===== config.mk =====
export PLATFORM = sky130hd
export DESIGN_NAME = sdram_fb_sched
export DESIGN_NICKNAME = d
export VERILOG_FILES = /design/src/rtl/fb_pkg.sv /design/src/rtl/fb_arb_pick.sv /design/src/rtl/sdram_fb_sched.sv
export SDC_FILE = /design/constraint.sdc
export NUM_CORES = 1
export LEC_CHECK = 0
export ABC_AREA = 1
export CORE_UTILIZATION = 52
export DETAILED_ROUTE_END_ITERATION = 16
export PLACE_DENSITY_LB_ADDON = 0.12
export RECOVER_POWER = 50
export SYNTH_ARGS = -nofsm -noshare
export SYNTH_HDL_FRONTEND = slang
export SYNTH_SLANG_ARGS = --single-unit
export TNS_END_PERCENT = 100

===== constraint.sdc =====
create_clock -name i_clk_50m -period 5.3 [get_ports i_clk_50m]
set_clock_uncertainty 0.2 [all_clocks]
set_input_delay 0.795 -clock i_clk_50m [delete_from_list [all_inputs] [get_ports i_clk_50m]]
set_output_delay 0.795 -clock i_clk_50m [all_outputs]
set_load 0.005 [all_outputs]

===== src/rtl/fb_pkg.sv =====
// Shared constants, FSM state encoding and burst address helper for the
// SDRAM frame-buffer scheduler.
package fb_pkg;

    localparam int unsigned BURST_LEN_DEF    = 256;
    localparam int unsigned FRAME_BURSTS_DEF = 750;
    localparam logic [31:0] BUF_STRIDE_DEF   = 32'h0004_0000;

    typedef logic [1:0] fb_state_t;
    localparam fb_state_t ST_IDLE  = 2'd0;
    localparam fb_state_t ST_ARB   = 2'd1;
    localparam fb_state_t ST_ISSUE = 2'd2;
    localparam fb_state_t ST_BUSY  = 2'd3;

    // Burst start address; the caller truncates to its own address width.
    function automatic logic [31:0] addr_calc(
        input logic        buf_sel,
        input logic [15:0] idx,
        input logic [31:0] stride,
        input logic [31:0] burst_len
    );
        addr_calc = (buf_sel ? stride : 32'd0) + 32'(idx) * burst_len;
    endfunction

endpackage


===== src/rtl/fb_arb_pick.sv =====
// Combinational burst arbitration: urgent read first, otherwise write/read
// alternate via the last-served flag when both qualify.
module fb_arb_pick #(
    parameter int unsigned LVL_W      = 10,
    parameter int unsigned BURST_LEN  = 256,
    parameter int unsigned RD_LOW_WM  = 64,
    parameter int unsigned FIFO_DEPTH = 512
) (
    input  logic [LVL_W-1:0] i_wr_fifo_level,
    input  logic [LVL_W-1:0] i_rd_fifo_level,
    input  logic             i_swap_pending,
    input  logic             i_rd_allowed,
    input  logic             i_last_wr,
    output logic             o_grant_wr,
    output logic             o_grant_valid
);

    logic w_urgent;
    logic w_wr_ok;
    logic w_rd_ok;

    assign w_urgent = i_rd_allowed && (32'(i_rd_fifo_level) < RD_LOW_WM);
    assign w_wr_ok  = !i_swap_pending && (32'(i_wr_fifo_level) >= BURST_LEN);
    // Free-space test rearranged so an over-full level cannot go negative.
    assign w_rd_ok  = i_rd_allowed && (32'(i_rd_fifo_level) + BURST_LEN <= FIFO_DEPTH);

    always_comb begin
        // NOTE: defaults first so every path assigns both outputs (no latch).
        o_grant_valid = 1'b0;
        o_grant_wr    = 1'b0;
        if (w_urgent) begin
            o_grant_valid = 1'b1;
        end else if (w_wr_ok && w_rd_ok) begin
            o_grant_valid = 1'b1;
            o_grant_wr    = ~i_last_wr;
        end else if (w_wr_ok) begin
            o_grant_valid = 1'b1;
            o_grant_wr    = 1'b1;
        end else if (w_rd_ok) begin
            o_grant_valid = 1'b1;
        end
    end

endmodule


===== src/rtl/sdram_fb_sched.sv =====
// Frame-buffer scheduler: picks write/read full-page bursts for one SDRAM
// burst engine and double-buffers frames, swapping only at LCD frame start.
module sdram_fb_sched
    import fb_pkg::*;
#(
    parameter int unsigned ADDR_W       = 24,
    parameter int unsigned LVL_W        = 10,
    parameter int unsigned BURST_LEN    = BURST_LEN_DEF,
    parameter int unsigned FRAME_BURSTS = FRAME_BURSTS_DEF,
    parameter logic [31:0] BUF_STRIDE   = BUF_STRIDE_DEF,
    parameter int unsigned RD_LOW_WM    = 64,
    parameter int unsigned FIFO_DEPTH   = 512
) (
    input  logic              i_clk_50m,
    input  logic              i_rst,
    input  logic              i_sdram_init_done,
    input  logic [LVL_W-1:0]  i_wr_fifo_level,
    input  logic [LVL_W-1:0]  i_rd_fifo_level,
    input  logic              i_rd_frame_sync,
    output logic              o_cmd_req,
    output logic              o_cmd_wr,
    output logic [ADDR_W-1:0] o_cmd_addr,
    input  logic              i_cmd_ack,
    input  logic              i_burst_done,
    output logic              o_wr_buf,
    output logic              o_rd_buf,
    output logic              o_frame_swapped
);

    localparam int unsigned      IDX_W    = $clog2(FRAME_BURSTS + 1);
    localparam logic [IDX_W-1:0] LAST_IDX = IDX_W'(FRAME_BURSTS - 1);
    localparam logic [IDX_W-1:0] SAT_IDX  = IDX_W'(FRAME_BURSTS);
    localparam logic [IDX_W-1:0] IDX_ONE  = IDX_W'(1);

    fb_state_t         r_state;
    logic              r_cmd_req;
    logic              r_cmd_wr;
    logic [ADDR_W-1:0] r_cmd_addr;
    logic              r_wr_buf;
    logic              r_rd_buf;
    logic              r_frame_swapped;
    logic [IDX_W-1:0]  r_wr_idx;
    logic [IDX_W-1:0]  r_rd_idx;
    logic              r_swap_pending;
    logic              r_last_wr;
    logic              r_grant_wr;
    logic              r_stale_rd;

    logic              w_grant_wr;
    logic              w_grant_valid;
    logic [ADDR_W-1:0] w_addr_next;
    logic              w_burst_fin;
    logic              w_frame_wrap;
    logic              w_do_swap;
    logic              w_rd_outstanding;

    fb_arb_pick #(
        .LVL_W      (LVL_W),
        .BURST_LEN  (BURST_LEN),
        .RD_LOW_WM  (RD_LOW_WM),
        .FIFO_DEPTH (FIFO_DEPTH)
    ) u_arb (
        .i_wr_fifo_level (i_wr_fifo_level),
        .i_rd_fifo_level (i_rd_fifo_level),
        .i_swap_pending  (r_swap_pending),
        .i_rd_allowed    (r_rd_idx != SAT_IDX),
        .i_last_wr       (r_last_wr),
        .o_grant_wr      (w_grant_wr),
        .o_grant_valid   (w_grant_valid)
    );

    assign w_addr_next = ADDR_W'(addr_calc(w_grant_wr ? r_wr_buf : r_rd_buf,
                                           16'(w_grant_wr ? r_wr_idx : r_rd_idx),
                                           BUF_STRIDE, BURST_LEN));

    assign w_burst_fin  = (r_state == ST_BUSY) && i_burst_done;
    assign w_frame_wrap = w_burst_fin && r_grant_wr && (r_wr_idx == LAST_IDX);
    // A write frame finishing in the sync cycle still swaps in that cycle.
    assign w_do_swap    = i_rd_frame_sync && (r_swap_pending || w_frame_wrap);

    // Any read whose burst_done lands after this sync belongs to the old frame.
    assign w_rd_outstanding =
        (!r_grant_wr && ((r_state == ST_ISSUE) || ((r_state == ST_BUSY) && !i_burst_done))) ||
        ((r_state == ST_ARB) && i_sdram_init_done && w_grant_valid && !w_grant_wr);

    // NOTE: sequential state uses non-blocking assignments only, so later
    // assignments in this block deliberately override earlier ones.
    always_ff @(posedge i_clk_50m) begin
        if (i_rst) begin
            r_state         <= ST_IDLE;
            r_cmd_req       <= 1'b0;
            r_cmd_wr        <= 1'b0;
            r_cmd_addr      <= '0;
            r_wr_buf        <= 1'b0;
            r_rd_buf        <= 1'b1;
            r_frame_swapped <= 1'b0;
            r_wr_idx        <= '0;
            r_rd_idx        <= '0;
            r_swap_pending  <= 1'b0;
            r_last_wr       <= 1'b0;
            r_grant_wr      <= 1'b0;
            r_stale_rd      <= 1'b0;
        end else begin
            r_frame_swapped <= 1'b0;
            case (r_state)
                ST_IDLE: begin
                    if (i_sdram_init_done) r_state <= ST_ARB;
                end
                ST_ARB: begin
                    if (!i_sdram_init_done) begin
                        r_state <= ST_IDLE;
                    end else if (w_grant_valid) begin
                        r_state    <= ST_ISSUE;
                        r_cmd_req  <= 1'b1;
                        r_cmd_wr   <= w_grant_wr;
                        r_cmd_addr <= w_addr_next;
                        r_grant_wr <= w_grant_wr;
                        r_last_wr  <= w_grant_wr;
                    end
                end
                ST_ISSUE: begin
                    if (i_cmd_ack) begin
                        r_cmd_req <= 1'b0;
                        r_state   <= ST_BUSY;
                    end
                end
                ST_BUSY: begin
                    if (i_burst_done) begin
                        r_state <= i_sdram_init_done ? ST_ARB : ST_IDLE;
                        if (r_grant_wr) begin
                            if (r_wr_idx == LAST_IDX) begin
                                r_wr_idx       <= '0;
                                r_swap_pending <= 1'b1;
                            end else begin
                                r_wr_idx <= r_wr_idx + IDX_ONE;
                            end
                        end else if (r_stale_rd) begin
                            r_stale_rd <= 1'b0;
                        end else if (r_rd_idx != SAT_IDX) begin
                            r_rd_idx <= r_rd_idx + IDX_ONE;
                        end
                    end
                end
                default: r_state <= ST_IDLE;
            endcase

            if (i_rd_frame_sync) begin
                r_rd_idx <= '0;
                if (w_rd_outstanding) r_stale_rd <= 1'b1;
                if (w_do_swap) begin
                    r_rd_buf        <= r_wr_buf;
                    r_wr_buf        <= ~r_wr_buf;
                    r_swap_pending  <= 1'b0;
                    r_frame_swapped <= 1'b1;
                end
            end
        end
    end

    assign o_cmd_req       = r_cmd_req;
    assign o_cmd_wr        = r_cmd_wr;
    assign o_cmd_addr      = r_cmd_addr;
    assign o_wr_buf        = r_wr_buf;
    assign o_rd_buf        = r_rd_buf;
    assign o_frame_swapped = r_frame_swapped;

endmodule

==> impl_metrics.env, run 1 <==
export IMPL_status="complete, no violations"
export IMPL_grt_max_degree=24
export IMPL_synthCells=297
export IMPL_grt_antenna_before_repair=0
export IMPL_antenna_cells=0
export IMPL_hold_path_class="reg2reg"
export IMPL_drive_gt1_share_pct=9.366
export IMPL_cts_inserted_buffers=5
export IMPL_fin_nets=360
export IMPL_groute_usage_overall_pct=21.95
export IMPL_drc=0
export IMPL_gr_usage_met3_pct=4.861
export IMPL_ant_nets=0
export IMPL_cp_required_ns=5.33
export IMPL_die_area_um2=4318
export IMPL_max_cap_violations=0
export IMPL_multi_input_area_um2=1041
export IMPL_die_x_um=65.71
export IMPL_arrival_ns=2.95
export IMPL_endpoint_kind="register"
export IMPL_cp_start_kind="primary input"
export IMPL_clock_latency_ns=0.29
export IMPL_core_area_um2=3771
export IMPL_ios=55
export IMPL_avgSynthCellArea_um2=7.107
export IMPL_dr_pass1_iters=4
export IMPL_initial_core_util_pct=55.97
export IMPL_vdd_drop_max_uv=206.8
export IMPL_syn_to_final_growth_pct=18.73
export IMPL_netlist_area_um2=2111
export IMPL_r2r_end="o_cmd_addr[13]$_SDFFE_PP0P_"
export IMPL_cts_tree="built"
export IMPL_crit_slowest_cell="dlygate4sd3_1"
export IMPL_whs_ns=0.2626
export IMPL_vias=1839
export IMPL_max_slew_margin_rel_pct=35.15
export IMPL_place_congestion=0.8938
export IMPL_cts_resized_gates=0
export IMPL_die_h_um=65.71
export IMPL_first_global_vias=1637
export IMPL_path_cells="dlygate4sd3_1, or2_0, nor2_1, nand2_1, nand2_1, nand2_1, nand2_1, nand2_1, inv_1, nand2_1, a21oi_1"
export IMPL_post_cts_buffers=0
export IMPL_clock_sinks=40
export IMPL_yosysWarnings=0
export IMPL_p_per_area_nw_per_um2=245.4
export IMPL_reg2reg_depth=11
export IMPL_dp_cells=371
export IMPL_reg2reg_from="r_rd_idx[0]$_SDFFE_PP0P_"
export IMPL_routedWlPerCell_um=11.13
export IMPL_cp_slowest_stage_delay_ns=0.54
export IMPL_busiest_layer="met2"
export IMPL_finalHoldViolCount=0
export IMPL_worstHoldStart="o_cmd_addr[14]$_SDFFE_PP0P_"
export IMPL_ys_seq_area_share_pct=37.94
export IMPL_cts_root_buffer="clkbuf_8"
export IMPL_reg2reg_slack_ns=2.89
export IMPL_drtIter0Drc=90
export IMPL_dpl_hpwl_um=3208
export IMPL_drv_slew=0
export IMPL_holdPathStages=2
export IMPL_synth_seq_cells=40
export IMPL_rows=22
export IMPL_dpl_worst_slack_ns=2.347
export IMPL_largest_reg_flops=11
export IMPL_leakagePower_nw=0.9850
export IMPL_htreeDepth=2
export IMPL_setup_viol=0
export IMPL_use_met2_pct=36.61
export IMPL_worstHoldEndpoint="o_cmd_addr[14]$_SDFFE_PP0P_"
export IMPL_grt_overflow=0
export IMPL_max_freq_ghz=0.3417
export IMPL_synth_cell_types=37
export IMPL_clk_path_buf_depth=2
export IMPL_wirelength_um=4217
export IMPL_grt_first_pass_wirelength_um=7162
export IMPL_grt_setup_unrepaired="false"
export IMPL_nFillCells=349
export IMPL_cpMostUsedCell="nand2_1"
export IMPL_final_setup_tns_ns=0
export IMPL_cts_hold_buf=0
export IMPL_met1_usage_pct=27.55
export IMPL_setup_ws_ns=2.374
export IMPL_portBuffers=33
export IMPL_seq_area_um2=800.8
export IMPL_viasPerCell=4.852
export IMPL_final_instance_count_excl_fill=379
export IMPL_min_period_over_period_pct=55.21
export IMPL_worstMarginPinSlew_ns=0.9626
export IMPL_worst_setup_path_type="in2reg"
export IMPL_cp_max_fo=14
export IMPL_path_clk_slew_ns=0.08
export IMPL_period_needed_ns=2.926
export IMPL_final_core_util_pct=66.46
## placed cells by master (no fill, tap or decap), types with 5 or more instances in the layout
cell type         n
o21ai_0          12
clkbuf_8          5
a21oi_1          29
conb_1           13
nand2_1          66
inv_1            39
nand2_2           6
nor2_1           22
nor3_1           10
dfxtp_1          40
clkdlybuf4s50_1  14
o21ai_1           9
dlygate4sd3_1    19
nand3_1          10
## power breakdown
part	internal [mW]	switching (mW)
sequential	0.305	0.00447
combinational	0.0223	0.0324
clock	0.142	0.109
## logic make-up (layout without fill, tap and decap cells)
logic type	count (synthesis)	count (layout)	share of synthesized area, %
AOI/OAI and AO/OA	59	59	15.12
xor gates and xnor gates	4	4	1.660
adders and majority gates	4	4	2.371
buffers and inverters	61	83	14.17
DFF	40	40	37.94
other	1	13	0.1777
and+or+nand+nor	128	128	28.57
## Yosys cell counts
cell | instances | area [um^2]
nand2_1 | 65 | 244.0
dfxtp_1 | 40 | 800.8
inv_1 | 39 | 146.4
a21oi_1 | 29 | 145.1
nor2_1 | 22 | 82.58
buf_4 | 14 | 105.1
o21ai_0 | 11 | 55.05
nor3_1 | 10 | 50.05
o21ai_1 | 10 | 50.05
nand3_1 | 9 | 45.04
nand2_2 | 7 | 43.79
ha_1 | 4 | 50.05
nor2_2 | 3 | 18.77
nor2_4 | 3 | 33.78
buf_6 | 2 | 22.52
clkbuf_1 | 2 | 7.510
inv_2 | 2 | 7.510
nand4_1 | 2 | 12.51
o21a_1 | 2 | 15.01
o21ai_2 | 2 | 17.52
xnor2_1 | 2 | 17.52
xor2_1 | 2 | 17.52
a211oi_1 | 1 | 7.510
a21o_1 | 1 | 7.510
a21oi_2 | 1 | 8.760
a31oi_1 | 1 | 6.260
and3_2 | 1 | 7.510
buf_2 | 1 | 5.000
clkinv_2 | 1 | 5.000
conb_1 | 1 | 3.750
nand3_2 | 1 | 10.01
nand3_4 | 1 | 17.52
nand4_2 | 1 | 12.51
nor4_2 | 1 | 12.51
o22ai_1 | 1 | 6.260
or2_0 | 1 | 6.260
or2_2 | 1 | 6.260
## through the flow
| step | total power [mW] | instance area, um^2 |
|---|---|---|
| after floorplan | 0.3591 | 2156 |
| after global placement | 0.3721 | 2406 |
| after detailed placement | 0.3733 | 2406 |
| after CTS | 0.6259 | 2521 |
| after global routing | 0.6447 | 2506 |
| final | 0.6149 | 2506 |
## worst max-delay path, delay by kind of cell
kind            cells  cell delay [ns]
compound gates      1             0.13
buf+inv             2             0.99
simple gates        8             1.02
## metal layers
layer	up-vias	part of all wire, %
met4	0	1.1
li1	981	-
met1	818	48
met2	35	47
met3	5	3.8
met5	-	0
## final cells by class
class | count | share of cell area (%)
inverter | 42 | 6.340
timing repair buffer | 33 | 13.18
clock inverter | 3 | 1.847
multi-input combinational | 208 | 41.54
tap | 48 | 2.396
clock buffer | 5 | 2.746
sequential | 40 | 31.95
## how the worst max path moves through the flow
| stage | from | end | slack [ns] |
|---|---|---|---|
| floorplan | i_rd_fifo_level[9] | o_cmd_addr[15]$_SDFFE_PP0P_ | 3.24 |
| global placement | i_rst | r_wr_idx[6]$_SDFFE_PP0P_ | 2.36 |
| detailed placement | i_rst | r_wr_idx[6]$_SDFFE_PP0P_ | 2.35 |
| CTS | i_rd_fifo_level[9] | o_cmd_addr[9]$_SDFFE_PP0P_ | 2.66 |
| global route | i_rd_fifo_level[9] | o_cmd_addr[12]$_SDFFE_PP0P_ | 2.07 |
| finish | i_rd_fifo_level[9] | o_cmd_addr[13]$_SDFFE_PP0P_ | 2.37 |
Power figures use the tool's default switching activity.
==> run 2, diff against run 1 <==
--- a/config.mk
+++ b/config.mk
@@ -6,7 +6,7 @@
 export NUM_CORES = 1
 export LEC_CHECK = 0
 export ABC_AREA = 1
-export CORE_UTILIZATION = 52
+export CORE_UTILIZATION = 48
 export DETAILED_ROUTE_END_ITERATION = 16
 export PLACE_DENSITY_LB_ADDON = 0.12
 export RECOVER_POWER = 50
==> constraint.sdc (replaced) <==
create_clock -name i_clk_50m -period 2.7 [get_ports i_clk_50m]
set_clock_uncertainty 0.2 [all_clocks]
set_input_delay 0.405 -clock i_clk_50m [delete_from_list [all_inputs] [get_ports i_clk_50m]]
set_output_delay 0.405 -clock i_clk_50m [all_outputs]
set_load 0.005 [all_outputs]
==> run 2 against run 1 <==
Die area rose by 8.1%. Clock power up 50%. Non-clock buffer count up 3. Design area shrank 0.65%. Hold slack improved by 0.0017 ns. Register-to-register slack got worse by 2.3 ns. Wire length increased by 0.47%. Combinational power increased by 110%. Count of clock-buffer cells in the layout is the same. Flip-flop and latch count did not move. Sequential power rose by 96%. First-iteration DRC count shrank 41%. Critical endpoint is now r_rd_idx[9]$_SDFFE_PP0P_. Largest cell class unchanged. Highest routed layer unchanged.
==> impl_metrics.env, run 2 (same netlist as run 1, synthesis figures left out) <==
export IMPL_status="complete, no violations"
export IMPL_first_global_vias=1665
export IMPL_arrival_ns=2.06
export IMPL_seq_area_um2=800.8
export IMPL_ant_nets=0
export IMPL_nFillCells=392
export IMPL_cts_root_buffer="clkbuf_8"
export IMPL_multi_input_area_um2=1033
export IMPL_final_common_cell="nand2_1"
export IMPL_dr_pass1_iters=4
export IMPL_grt_overflow=0
export IMPL_post_route_cell_area_um2=2490
export IMPL_drc=0
export IMPL_post_cts_buffers=0
export IMPL_p_per_area_nw_per_um2=440.4
export IMPL_cp_required_ns=2.68
export IMPL_grt_first_pass_wirelength_um=7079
export IMPL_cp_start_kind="primary input"
export IMPL_viasPerCell=4.859
export IMPL_wirelength_um=4237
export IMPL_worst_setup_path_type="in2reg"
export IMPL_setup_viol=0
export IMPL_final_setup_tns_ns=0
export IMPL_fin_nets=363
export IMPL_path_clk_slew_ns=0.07
export IMPL_clock_sinks=40
export IMPL_portBuffers=33
export IMPL_dpl_hpwl_um=3286
export IMPL_period_needed_ns=2.076
export IMPL_max_slew_margin_rel_pct=62.37
export IMPL_setup_ws_ns=0.6236
export IMPL_die_area_um2=4667
export IMPL_rows=23
export IMPL_drtIter0Drc=53
export IMPL_cts_resized_gates=0
export IMPL_clock_latency_ns=0.29
export IMPL_drive_gt1_share_pct=9.009
export IMPL_htreeDepth=2
export IMPL_grt_antenna_before_repair=0
export IMPL_finalHoldViolCount=0
export IMPL_largest_reg_flops=11
export IMPL_crit_slowest_cell="clkdlybuf4s50_1"
export IMPL_cts_tree="built"
export IMPL_mostFrequentLayoutCells="nand2_1 (66), inv_1 (40), dfxtp_1 (40)"
export IMPL_hold_path_class="reg2reg"
export IMPL_path_cells="clkdlybuf4s50_1, nand3_1, nor2_2, nand2_1, nor2_1, nand3_2, nor2_2, xnor2_1, nor2_1"
export IMPL_cp_max_fo=4
export IMPL_grt_setup_unrepaired="false"
export IMPL_vias=1861
export IMPL_grt_max_degree=24
export IMPL_die_x_um=68.32
export IMPL_endpoint_kind="register"
export IMPL_dpl_cell_area_um2=2431
export IMPL_routedWlPerCell_um=11.06
export IMPL_clk_path_buf_depth=2
export IMPL_place_congestion=0.8499
export IMPL_max_freq_ghz=0.4816
export IMPL_worstMarginPinSlew_ns=0.5585
export IMPL_leakagePower_nw=0.9729
export IMPL_antenna_cells=0
export IMPL_dpl_worst_slack_ns=0.3384
export IMPL_cts_inserted_buffers=5
export IMPL_initial_core_util_pct=51.29
export IMPL_cts_hold_buf=0
export IMPL_drv_slew=0
export IMPL_die_h_um=68.32
export IMPL_max_cap_violations=0
export IMPL_min_period_over_period_pct=76.91
export IMPL_cp_slowest_stage_delay_ns=0.59
export IMPL_vdd_drop_max_uv=279.1
export IMPL_ios=55
export IMPL_core_area_um2=4115
export IMPL_syn_to_final_growth_pct=17.96
export IMPL_groute_usage_overall_pct=20.97
[run 2: per-layer routing]
metal	GRT usage (%)	vias to the layer above	part of all wire (%)
met5	0	-	0
met4	7.031	0	1.3
met3	6.000	5	4.0
met2	35.78	37	47
met1	24.90	827	48
li1	-	992	-
[run 2: path summary, 6_finish.rpt]
| check | slack, ns | start | cells past startpoint | end |
|---|---|---|---|---|
| max reg2reg | 0.63 | r_rd_idx[0]$_SDFFE_PP0P_ | 11 | r_rd_idx[9]$_SDFFE_PP0P_ |
| max | 0.62 | i_burst_done | 9 | r_rd_idx[9]$_SDFFE_PP0P_ |
| min reg2reg | 0.26 | o_cmd_addr[15]$_SDFFE_PP0P_ | 2 | o_cmd_addr[15]$_SDFFE_PP0P_ |
| min | 0.26 | o_cmd_addr[15]$_SDFFE_PP0P_ | 2 | o_cmd_addr[15]$_SDFFE_PP0P_ |
[run 2: area by class of cell]
class / count / share of cell area, %
multi-input cells: 208 / 41.51
well taps: 50 / 2.513
clock buffers: 5 / 2.764
clock inverters: 2 / 0.5025
repair buffers: 36 / 14.17
inverters: 42 / 6.382
flip-flops and latches: 40 / 32.16
[run 2: metrics by stage]
stage	instances	hold slack [ns]	power [mW]	utilization (%)
floorplan	309	0.2551	0.7049	-
global route	383	0.2807	1.158	60.50
global placement	376	0.2522	0.7334	59.08
detailed placement	376	0.2572	0.7349	59.08
CTS	383	0.2695	1.113	61.05
finish	383	0.2643	1.096	60.50
[run 2: report_power, final]
part	switching [mW]	total (mW)	internal, mW
Combinational	0.0637	0.113	0.0490
Clock	0.202	0.377	0.175
Sequential	0.00895	0.607	0.598
Total	0.275	1.10	0.822
[run 2: critical path: cells and delay by family]
family	cells	cell delay (ns)
buffers and inverters	1	0.59
and+or+nand+nor	7	0.93
xor gates and xnor gates	1	0.12
